[src/rtl/core_package.sv]
// Shared types for the decode-stage hazard scoreboard.
package core_package;

   localparam int REG_IDX_W = 5;
   localparam int CNT_W     = 4;

   typedef enum logic [2:0] {
      HZ_NONE    = 3'd0,
      HZ_RAW_RS1 = 3'd1,
      HZ_RAW_RS2 = 3'd2,
      HZ_WAW     = 3'd3,
      HZ_FULL    = 3'd4
   } hazard_cause_e;

endpackage

[src/rtl/sb_credit_counter.sv]
// Up/down outstanding-op counter: saturates at 0 and MAX_COUNT, sync clear wins.
module sb_credit_counter
   import core_package::*;
#(
   parameter int MAX_COUNT = 4
) (
   input  logic             clk,
   input  logic             reset,
   input  logic             inc_i,
   input  logic             dec_i,
   input  logic             clr_i,
   output logic [CNT_W-1:0] count_o,
   output logic             full_o
);

   localparam logic [CNT_W-1:0] MAX_C = CNT_W'(MAX_COUNT);

   logic [CNT_W-1:0] count_q, count_d;

   // Simultaneous inc and dec cancel, so a same-cycle issue/release keeps the count.
   always_comb begin
      count_d = count_q;
      if (clr_i)
         count_d = '0;
      else if (inc_i && !dec_i && (count_q != MAX_C))
         count_d = count_q + 1'b1;
      else if (dec_i && !inc_i && (count_q != '0))
         count_d = count_q - 1'b1;
   end

   always_ff @(posedge clk or negedge reset) begin
      if (!reset)
         count_q <= '0;
      else
         count_q <= count_d;
   end

   assign count_o = count_q;
   assign full_o  = (count_q == MAX_C);

endmodule

[src/rtl/hazard_scoreboard.sv]
// Decode-stage issue scoreboard for long-latency ops (loads, MUL/DIV).
// HAZARD_PERF_CNT_EN adds a saturating stall-cycle counter on stall_cycles_o.
module hazard_scoreboard
   import core_package::*;
#(
   parameter int NUM_REGS        = 32,
   parameter int MAX_OUTSTANDING = 4
`ifdef HAZARD_PERF_CNT_EN
   ,parameter int PERF_W         = 32
`endif
) (
   input  logic                 clk,
   input  logic                 reset,
   input  logic                 dec_valid_i,
   input  logic [REG_IDX_W-1:0] dec_rs1_i,
   input  logic [REG_IDX_W-1:0] dec_rs2_i,
   input  logic [REG_IDX_W-1:0] dec_rd_i,
   input  logic                 dec_use_rs1_i,
   input  logic                 dec_use_rs2_i,
   input  logic                 dec_wr_rd_i,
   input  logic                 dec_long_i,
   input  logic                 wb_valid_i,
   input  logic [REG_IDX_W-1:0] wb_rd_i,
   input  logic                 flush_i,
   output logic                 stall_o,
   output hazard_cause_e        stall_cause_o,
   output logic [NUM_REGS-1:0]  pending_o,
   output logic [CNT_W-1:0]     outstanding_o,
   output logic                 sb_error_o
`ifdef HAZARD_PERF_CNT_EN
   ,output logic [PERF_W-1:0]   stall_cycles_o
`endif
);

   logic [NUM_REGS-1:0] pending_q, pending_d;
   logic                sb_error_q, sb_error_d;
   logic                cnt_full;
   logic                busy_rs1, busy_rs2, busy_rd;
   logic                raw1, raw2, waw, full_hz;
   logic                issue, set_en, wb_hit, wb_err;

   // A writeback landing this cycle releases its register immediately (bypass).
   assign busy_rs1 = pending_q[dec_rs1_i] && !(wb_valid_i && (wb_rd_i == dec_rs1_i));
   assign busy_rs2 = pending_q[dec_rs2_i] && !(wb_valid_i && (wb_rd_i == dec_rs2_i));
   assign busy_rd  = pending_q[dec_rd_i]  && !(wb_valid_i && (wb_rd_i == dec_rd_i));

   assign raw1    = dec_use_rs1_i && busy_rs1;
   assign raw2    = dec_use_rs2_i && busy_rs2;
   assign waw     = dec_wr_rd_i   && busy_rd;
   assign full_hz = dec_long_i && cnt_full && !wb_valid_i;

   assign stall_o = dec_valid_i && !flush_i && (raw1 || raw2 || waw || full_hz);

   always_comb begin
      stall_cause_o = HZ_NONE;
      if (stall_o) begin
         if (raw1)      stall_cause_o = HZ_RAW_RS1;
         else if (raw2) stall_cause_o = HZ_RAW_RS2;
         else if (waw)  stall_cause_o = HZ_WAW;
         else           stall_cause_o = HZ_FULL;
      end
   end

   assign issue  = dec_valid_i && !stall_o && !flush_i;
   assign set_en = issue && dec_long_i && dec_wr_rd_i && (dec_rd_i != '0);
   assign wb_hit = wb_valid_i && !flush_i && pending_q[wb_rd_i];
   assign wb_err = wb_valid_i && !flush_i && !pending_q[wb_rd_i];

   // Clear before set so a same-register issue/release leaves the bit pending.
   always_comb begin
      pending_d  = pending_q;
      sb_error_d = sb_error_q || wb_err;
      if (wb_hit) pending_d[wb_rd_i]  = 1'b0;
      if (set_en) pending_d[dec_rd_i] = 1'b1;
      if (flush_i) pending_d = '0;
      pending_d[0] = 1'b0;
   end

   always_ff @(posedge clk or negedge reset) begin
      if (!reset) begin
         pending_q  <= '0;
         sb_error_q <= 1'b0;
      end else begin
         pending_q  <= pending_d;
         sb_error_q <= sb_error_d;
      end
   end

   sb_credit_counter #(
      .MAX_COUNT (MAX_OUTSTANDING)
   ) u_credit (
      .clk     (clk),
      .reset   (reset),
      .inc_i   (set_en),
      .dec_i   (wb_hit),
      .clr_i   (flush_i),
      .count_o (outstanding_o),
      .full_o  (cnt_full)
   );

   assign pending_o  = pending_q;
   assign sb_error_o = sb_error_q;

`ifdef HAZARD_PERF_CNT_EN
   logic [PERF_W-1:0] stall_cycles_q;

   always_ff @(posedge clk or negedge reset) begin
      if (!reset)
         stall_cycles_q <= '0;
      else if (stall_o && (stall_cycles_q != '1))
         stall_cycles_q <= stall_cycles_q + 1'b1;
   end

   assign stall_cycles_o = stall_cycles_q;
`endif

endmodule
[config.mk]
export PLATFORM = sky130hd
export DESIGN_NAME = hazard_scoreboard
export DESIGN_NICKNAME = d
export VERILOG_FILES = /design/src/rtl/core_package.sv /design/src/rtl/sb_credit_counter.sv /design/src/rtl/hazard_scoreboard.sv
export SDC_FILE = /design/constraint.sdc
export NUM_CORES = 1
export LEC_CHECK = 0
export BUFFER_PORTS_ARGS = -buffer_cell sky130_fd_sc_hd__buf_2
export CAP_MARGIN = 20
export CORE_ASPECT_RATIO = 1.2
export CORE_MARGIN = 2
export CORE_UTILIZATION = 56
export CTS_CLUSTER_DIAMETER = 40
export CTS_CLUSTER_SIZE = 8
export DETAILED_ROUTE_END_ITERATION = 8
export GPL_TIMING_DRIVEN = 0
export PLACE_DENSITY = 0.81
export SYNTH_ARGS = -nofsm -noshare
export SYNTH_HDL_FRONTEND = slang
export SYNTH_SLANG_ARGS = --single-unit
[constraint.sdc]
create_clock -name clk -period 4.7 [get_ports clk]
set_clock_uncertainty 0.1 [all_clocks]
set_input_delay 0.235 -clock clk [delete_from_list [all_inputs] [get_ports clk]]
set_output_delay 0.235 -clock clk [all_outputs]
set_load 0.01 [all_outputs]
### After elaboration in Yosys (flattened, before gate mapping)

Cells that the tools add are included.

* register bits: 36
* output and inout bits: 41

* $add $sub $neg: 2
* reduce and logical (&&, ||, !) cells: 43
* equal/unequal tests: 5
* muxes and demuxes: 22
* magnitude comparators: 6
* bitwise logic cells: 3

Operators with widths (count)
* two-way mux 32 bit: 3
* AND 32 bit: 1
* inverter 32 bit: 1
* bitwise OR 32 bit: 1
* logical AND 1 bit: 27
* less-than comparator 5 x 6 -> 1 bit (second input constant): 4
* binary-select mux 1 bit (select 5 bit): 4
* == test 5 bit: 3
* two-way mux 3 bit: 4
* two-way mux 4 bit: 3
* demux 1 bit (select 5 bit): 2
* >= comparator 5 x 1 -> 1 bit (second input constant): 2
* logical NOT 1 bit: 9
* two-way mux 1 bit: 6
* nonzero test 5 bit: 1
* adder 4 x 1 -> 4 bit (second input constant): 1
* == test 4 x 3 -> 1 bit (second input constant): 1
* logical OR 1 bit: 4
* inequality test 4 x 3 -> 1 bit (second input constant): 1
* nonzero test 4 bit: 1
* subtractor 4 x 1 -> 4 bit (second input constant): 1
* nonzero test 3 bit: 1

### Depth between registers and ports, before layout

* depth in word-level cells: 21
* gate-level depth with buffers: 15
* mapped depth without buffers: 13

### By module

A second synthesis with hierarchy kept.

* cell total of the unflattened synthesis: 326
* area total of the unflattened synthesis: 3497.1 um^2

By module, submodules not included
* hazard_scoreboard: instances 1, area an instance 3174.3 um^2, cells each 294, seq. area each 800.8 um^2
* sb_credit_counter: instances 1, area an instance 322.8 um^2, cells each 32, seq. area each 100.1 um^2

### Least setup slack after synthesis

OpenSTA, ideal clock, no wires.

* kind: input to register
* from: input port dec_rs1_i[0]
* to: register u_credit.count_q[3], in the netlist u_credit.count_o[3]
* library setup time: 122 ps
* path buffers: 1
* arrival time: 3272 ps
* setup slack: 1207 ps
* stages: 13
* cells stage by stage: buf_2 mux4_2 mux4_2 nand2b_1 a31oi_1 and2_4 nand4b_1 ha_1 a21o_1 a21oi_1 a21boi_0 a22oi_1 a32o_1

* cells in the longest elaborated chain, start to end: 19

Ends and longest elaborated chain
* start, declared: RTL line hazard_scoreboard.sv:15 `input logic [REG_IDX_W-1:0] dec_rs1_i,`
* branches (longest 3 deep; another with binary-select mux 1 bit (select 5 bit))
* logical AND 1 bit (*): RTL line hazard_scoreboard.sv:43 `assign busy_rs1 = pending_q[dec_rs1_i] && !(wb_valid_i && (wb_rd_i == dec_rs1_i));`
* logical AND 1 bit (*): RTL line hazard_scoreboard.sv:47 `assign raw1 = dec_use_rs1_i && busy_rs1;`
* logical OR 1 bit (*) (3 in a row): RTL line hazard_scoreboard.sv:52 `assign stall_o = dec_valid_i && !flush_i && (raw1 || raw2 || waw || full_hz);`
* logical AND 1 bit (*): RTL line hazard_scoreboard.sv:52
* logical NOT 1 bit (*): RTL line hazard_scoreboard.sv:64 `assign issue = dec_valid_i && !stall_o && !flush_i;`
* logical AND 1 bit (*) (2 in a row): RTL line hazard_scoreboard.sv:64
* logical AND 1 bit (*) (3 in a row): RTL line hazard_scoreboard.sv:65 `assign set_en = issue && dec_long_i && dec_wr_rd_i && (dec_rd_i != '0);`
* logical AND 1 bit or logical NOT 1 bit (tied branches): RTL line sb_credit_counter.sv:25, sb_credit_counter.sv:27
* logical AND 1 bit, on equally long branches: RTL line sb_credit_counter.sv:25, sb_credit_counter.sv:27
* two-way mux 4 bit or logical AND 1 bit (tied branches): RTL line sb_credit_counter.sv:25, sb_credit_counter.sv:27
* two-way mux 4 bit or nonzero test 3 bit (tied branches)
* end signal, assigned: RTL line sb_credit_counter.sv:35 `count_q <= count_d;`
* end, declared: RTL line sb_credit_counter.sv:18 `logic [CNT_W-1:0] count_q, count_d;`

Every way passes the cells marked *. The select of a mux whose other input is x is not followed.
A chain may end at the register's enable or synchronous reset.

### Worst setup path after layout

* from: register pending_q[24], in the netlist pending_o[24]
* to: register u_credit.count_q[3], in the netlist u_credit.count_o[3]

* cells in the longest elaborated chain, start to end: 18

Ends and longest elaborated chain
* start, declared: RTL line hazard_scoreboard.sv:35 `logic [NUM_REGS-1:0] pending_q, pending_d;`
* start signal, assigned: RTL line hazard_scoreboard.sv:84 `pending_q <= pending_d;`
* binary-select mux 1 bit (select 5 bit), on equally long branches: RTL line hazard_scoreboard.sv:43, hazard_scoreboard.sv:44
* two-way mux 1 bit, on equally long branches: RTL line hazard_scoreboard.sv:43, hazard_scoreboard.sv:44
* logical AND 1 bit, on equally long branches: RTL line hazard_scoreboard.sv:43, hazard_scoreboard.sv:44
* logical AND 1 bit, on equally long branches: RTL line hazard_scoreboard.sv:47, hazard_scoreboard.sv:48
* logical OR 1 bit (3 in a row): RTL line hazard_scoreboard.sv:52
* logical AND 1 bit: RTL line hazard_scoreboard.sv:52
* logical NOT 1 bit: RTL line hazard_scoreboard.sv:64
* logical AND 1 bit (2 in a row): RTL line hazard_scoreboard.sv:64
* logical AND 1 bit (3 in a row): RTL line hazard_scoreboard.sv:65
* logical AND 1 bit or logical NOT 1 bit (tied branches): RTL line sb_credit_counter.sv:25, sb_credit_counter.sv:27
* logical AND 1 bit, on equally long branches: RTL line sb_credit_counter.sv:25, sb_credit_counter.sv:27
* two-way mux 4 bit or logical AND 1 bit (tied branches): RTL line sb_credit_counter.sv:25, sb_credit_counter.sv:27
* two-way mux 4 bit or nonzero test 3 bit (tied branches)

Parallel ways exist; a longest one is shown, timed or not. The select of a mux whose other input is x is not followed.

==> impl_metrics.tcl <==
set metrics [dict create \
    status "complete, no violations" \
    via_per_inst 6.97 \
    final_cell_mix "buf_2, dfrtp_1, mux2i_1" \
    ys_seq_elements 36 \
    rows 31 \
    setup-violations-final 0 \
    hold_slack_ns 0.218 \
    ant_nets 0 \
    max_clock_freq_mhz 258 \
    p_comb_share_pct 24.5 \
    seqPwrFrac_pct 45.2 \
    final_max_slew_viol_count 0 \
    die-width_microns 75.5 \
    syn_to_final_growth_pct 13.8 \
    startpoint "pending_o[24]$_DFF_PN0_" \
    grt.total_usage_pct 33.8 \
    crit_path_frequent_cell "mux4_2" \
    path_cells "mux4_2 -> mux4_2 -> nand2b_1 -> a31oi_1 -> and2_4 -> nand4b_1 -> ha_1 -> a21o_1 -> a21oi_1 -> a21boi_0 -> a22oi_1 -> a32o_1" \
    ys_warn_count 0 \
    reg2regPathDepth 12 \
    clock_latency_ns 0.30 \
    drc 0 \
    h-tree-depth 2 \
    vias 3599 \
    leakage_nw 1.76 \
    r2r_end "u_credit.count_o[3]$_DFFE_PN0P_" \
    slowest_delay_ns 0.51 \
    synth_nets 401 \
    insertedDiodeCount 0 \
    fin_crit_ns 3.88 \
    internal_power_uw 476 \
    drtIter0Drc 411 \
    worstPathMaxFanout 6 \
    cts_hold_buf 1 \
    dieHeight_microns 89.9 \
    dpl.hpwl_microns 8140 \
    layout_commonest_cell "buf_2" \
    postCtsSetupBuffers 0 \
    p_sw_share_pct 32.2 \
    reg2reg_from "pending_o[24]$_DFF_PN0_" \
    cp.arrival_ns 3.97 \
    synth-edff-count 0 \
    seq_area_frac_synth_pct 26.2 \
    p_clk_share_pct 30.4 \
    drt_first_pass_iters 6 \
    maxCapViolCount 0 \
    crit_required_ns 4.79 \
    syn_inst 369 \
    cts_resized 0 \
    hold_viol 0 \
    rsz0062_at_grt "no" \
    cp-end-kind "register" \
    hold_path.class "primary input to register" \
    peakVddDrop_mv 0.158 \
    core_region_area_sq_um 5970 \
    grt_max_degree 37 \
    gp_congestion 0.977 \
    critPathKind "register to register" \
    dieArea_sq_um 6790 \
    cts_tree "done" \
    wirelength_microns 11300 \
    power-per-cell-area_nw_per_um2 179 \
    startpoint_type "register" \
    avgSynthCellArea_sq_um 9.32 \
    cts_buffer_depth 2 \
    start_util_pct 57.6 \
    grt_pass1_wl_microns 17500 \
    p_total_uw 701 \
    grt_pass1_vias 3418 \
    cp-endpoint "u_credit.count_o[3]$_DFFE_PN0P_" \
    power.switching_uw 226 \
    worst_pin_slew_ns 0.835 \
    grt_overflow 0 \
    wl_per_cell_microns 22.0 \
    fillCellCount 515 \
    r2r_slack_ns 0.82 \
    syn-cell-area_sq_um 3440 \
    drive_gt1_share_pct 25.8 \
    cts.sinks 36 \
    cts-root-buf "clkbuf_8" \
    cpMaxStageDelayCell "mux4_2" \
    numPortBuffers 57 \
    ios 70 \
    finalNetCount 466 \
    path_clk_slew_ns 0.07 \
    numCtsBuffers 5 \
    fin_tns_setup_ns 0 \
    relSlewSlack_pct 44.0 \
    fin_crit_sh_pct 82.5 \
    synth.distinct_cells 69 \
    synthArstFlopShare_pct 100 \
    yosys_most_used_dff "dfrtp_1" \
    grt_antenna_before_repair 0 \
]
==> layer usage <==
layer | vias up | track usage [%] | wire [microns]
met2 | 325 | 49.6 | 5200
met5 | - | 0 | 0
li1 | 1546 | - | -
met3 | 70 | 7.51 | 1370
met4 | 0 | 18.1 | 634
met1 | 1658 | 45.9 | 4130
==> power by group through the flow <==
| stage | sequential [mW] | clock, mW | combinational [mW] |
|---|---|---|---|
| floorplan | 0.323 | 0 | 0.114 |
| global placement | 0.322 | 0 | 0.163 |
| detailed placement | 0.322 | 0 | 0.167 |
| CTS | 0.317 | 0.210 | 0.168 |
| global route | 0.317 | 0.227 | 0.185 |
| finish | 0.317 | 0.213 | 0.172 |
==> flip-flops by register name, indices dropped and copies added, names as in the netlist <==
register	cells
pending_o	31
u_credit.count_o	4
sb_error_o	1
==> worst max-delay path: cells and delay by family, from the launching register on <==
kind            cells  cell delay [ns]
mux                 2             1.00
compound gates      6             1.23
flops               1             0.48
fa+ha+maj           1             0.34
simple gates        3             0.61
==> kinds of logic (layout without fill, tap and decap cells) <==
kind of cell / Yosys count / in the layout / synth area share, %
multiplexers: 53 / 53 / 22.2
AND/OR/NAND/NOR: 100 / 100 / 18.7
AO/OA/AOI/OAI: 110 / 110 / 21.3
adder cells (fa/ha/maj): 3 / 3 / 1.31
XOR/XNOR: 16 / 16 / 4.07
buffers and inverters: 50 / 115 / 6.11
other: 1 / 1 / 0.109
flip-flops: 36 / 36 / 26.2
==> stage by stage <==
stage | cells | util [%] | setup WS [ns] | area [sq um]
5_1_grt | 516 | 65.5 | 0.607 | 3920
6_report | 516 | 65.5 | 0.822 | 3920
4_1_cts | 516 | 65.5 | 0.869 | 3920
3_5_place_dp | 508 | 64.1 | 0.648 | 3830
3_3_place_gp | 508 | 64.1 | 0.687 | 3830
2_1_floorplan | 369 | - | 1.21 | 3440
==> worst min path at each step <==
stage | start | end | cells after the start
2_1_floorplan | reset | pending_o[10]$_DFF_PN0_ | 0
3_3_place_gp | reset | pending_o[22]$_DFF_PN0_ | 1
3_5_place_dp | reset | pending_o[22]$_DFF_PN0_ | 1
4_1_cts | wb_valid_i | sb_error_o$_DFF_PN0_ | 3
5_1_grt | wb_valid_i | sb_error_o$_DFF_PN0_ | 3
6_report | dec_rd_i[2] | pending_o[17]$_DFF_PN0_ | 3
==> cells in the mapped netlist, types with 3 or more instances <==
library cell	count	area, sq um
a21o_1	7	52.6
a21oi_1	16	80.1
a22oi_1	3	22.5
a31oi_1	7	43.8
and3_1	4	25.0
buf_2	9	45.0
buf_4	3	22.5
clkbuf_1	18	67.6
dfrtp_1	36	901
inv_1	17	63.8
mux2_2	6	67.6
mux2i_1	28	280
mux4_2	18	405
nand2_1	8	30.0
nand2b_1	15	93.8
nand3_1	7	35.0
nand3b_1	10	75.1
nand4_1	6	37.5
nor2_1	6	22.5
nor2b_1	11	68.8
nor3_1	4	20.0
nor4_1	3	18.8
o21ai_0	22	110
o21ai_1	8	40.0
o22ai_1	15	93.8
o41ai_1	9	78.8
or3_1	3	18.8
or3b_2	4	35.0
or4_1	3	22.5
xnor2_1	7	61.3
xor2_1	9	78.8
==> final cells by class <==
type | instances | area [sq um] | share of cell area [%]
Timing Repair Buffer | 58 | 295 | 7.54
Tap cell | 82 | 103 | 2.62
Multi-Input combinational cell | 283 | 2330 | 59.5
Sequential cell | 36 | 901 | 23.0
Inverter | 19 | 71.3 | 1.82
Clock buffer | 6 | 72.6 | 1.85
Buffer | 31 | 139 | 3.55
Clock inverter | 1 | 5.00 | 0.128
(Power assumes the default switching activity.)
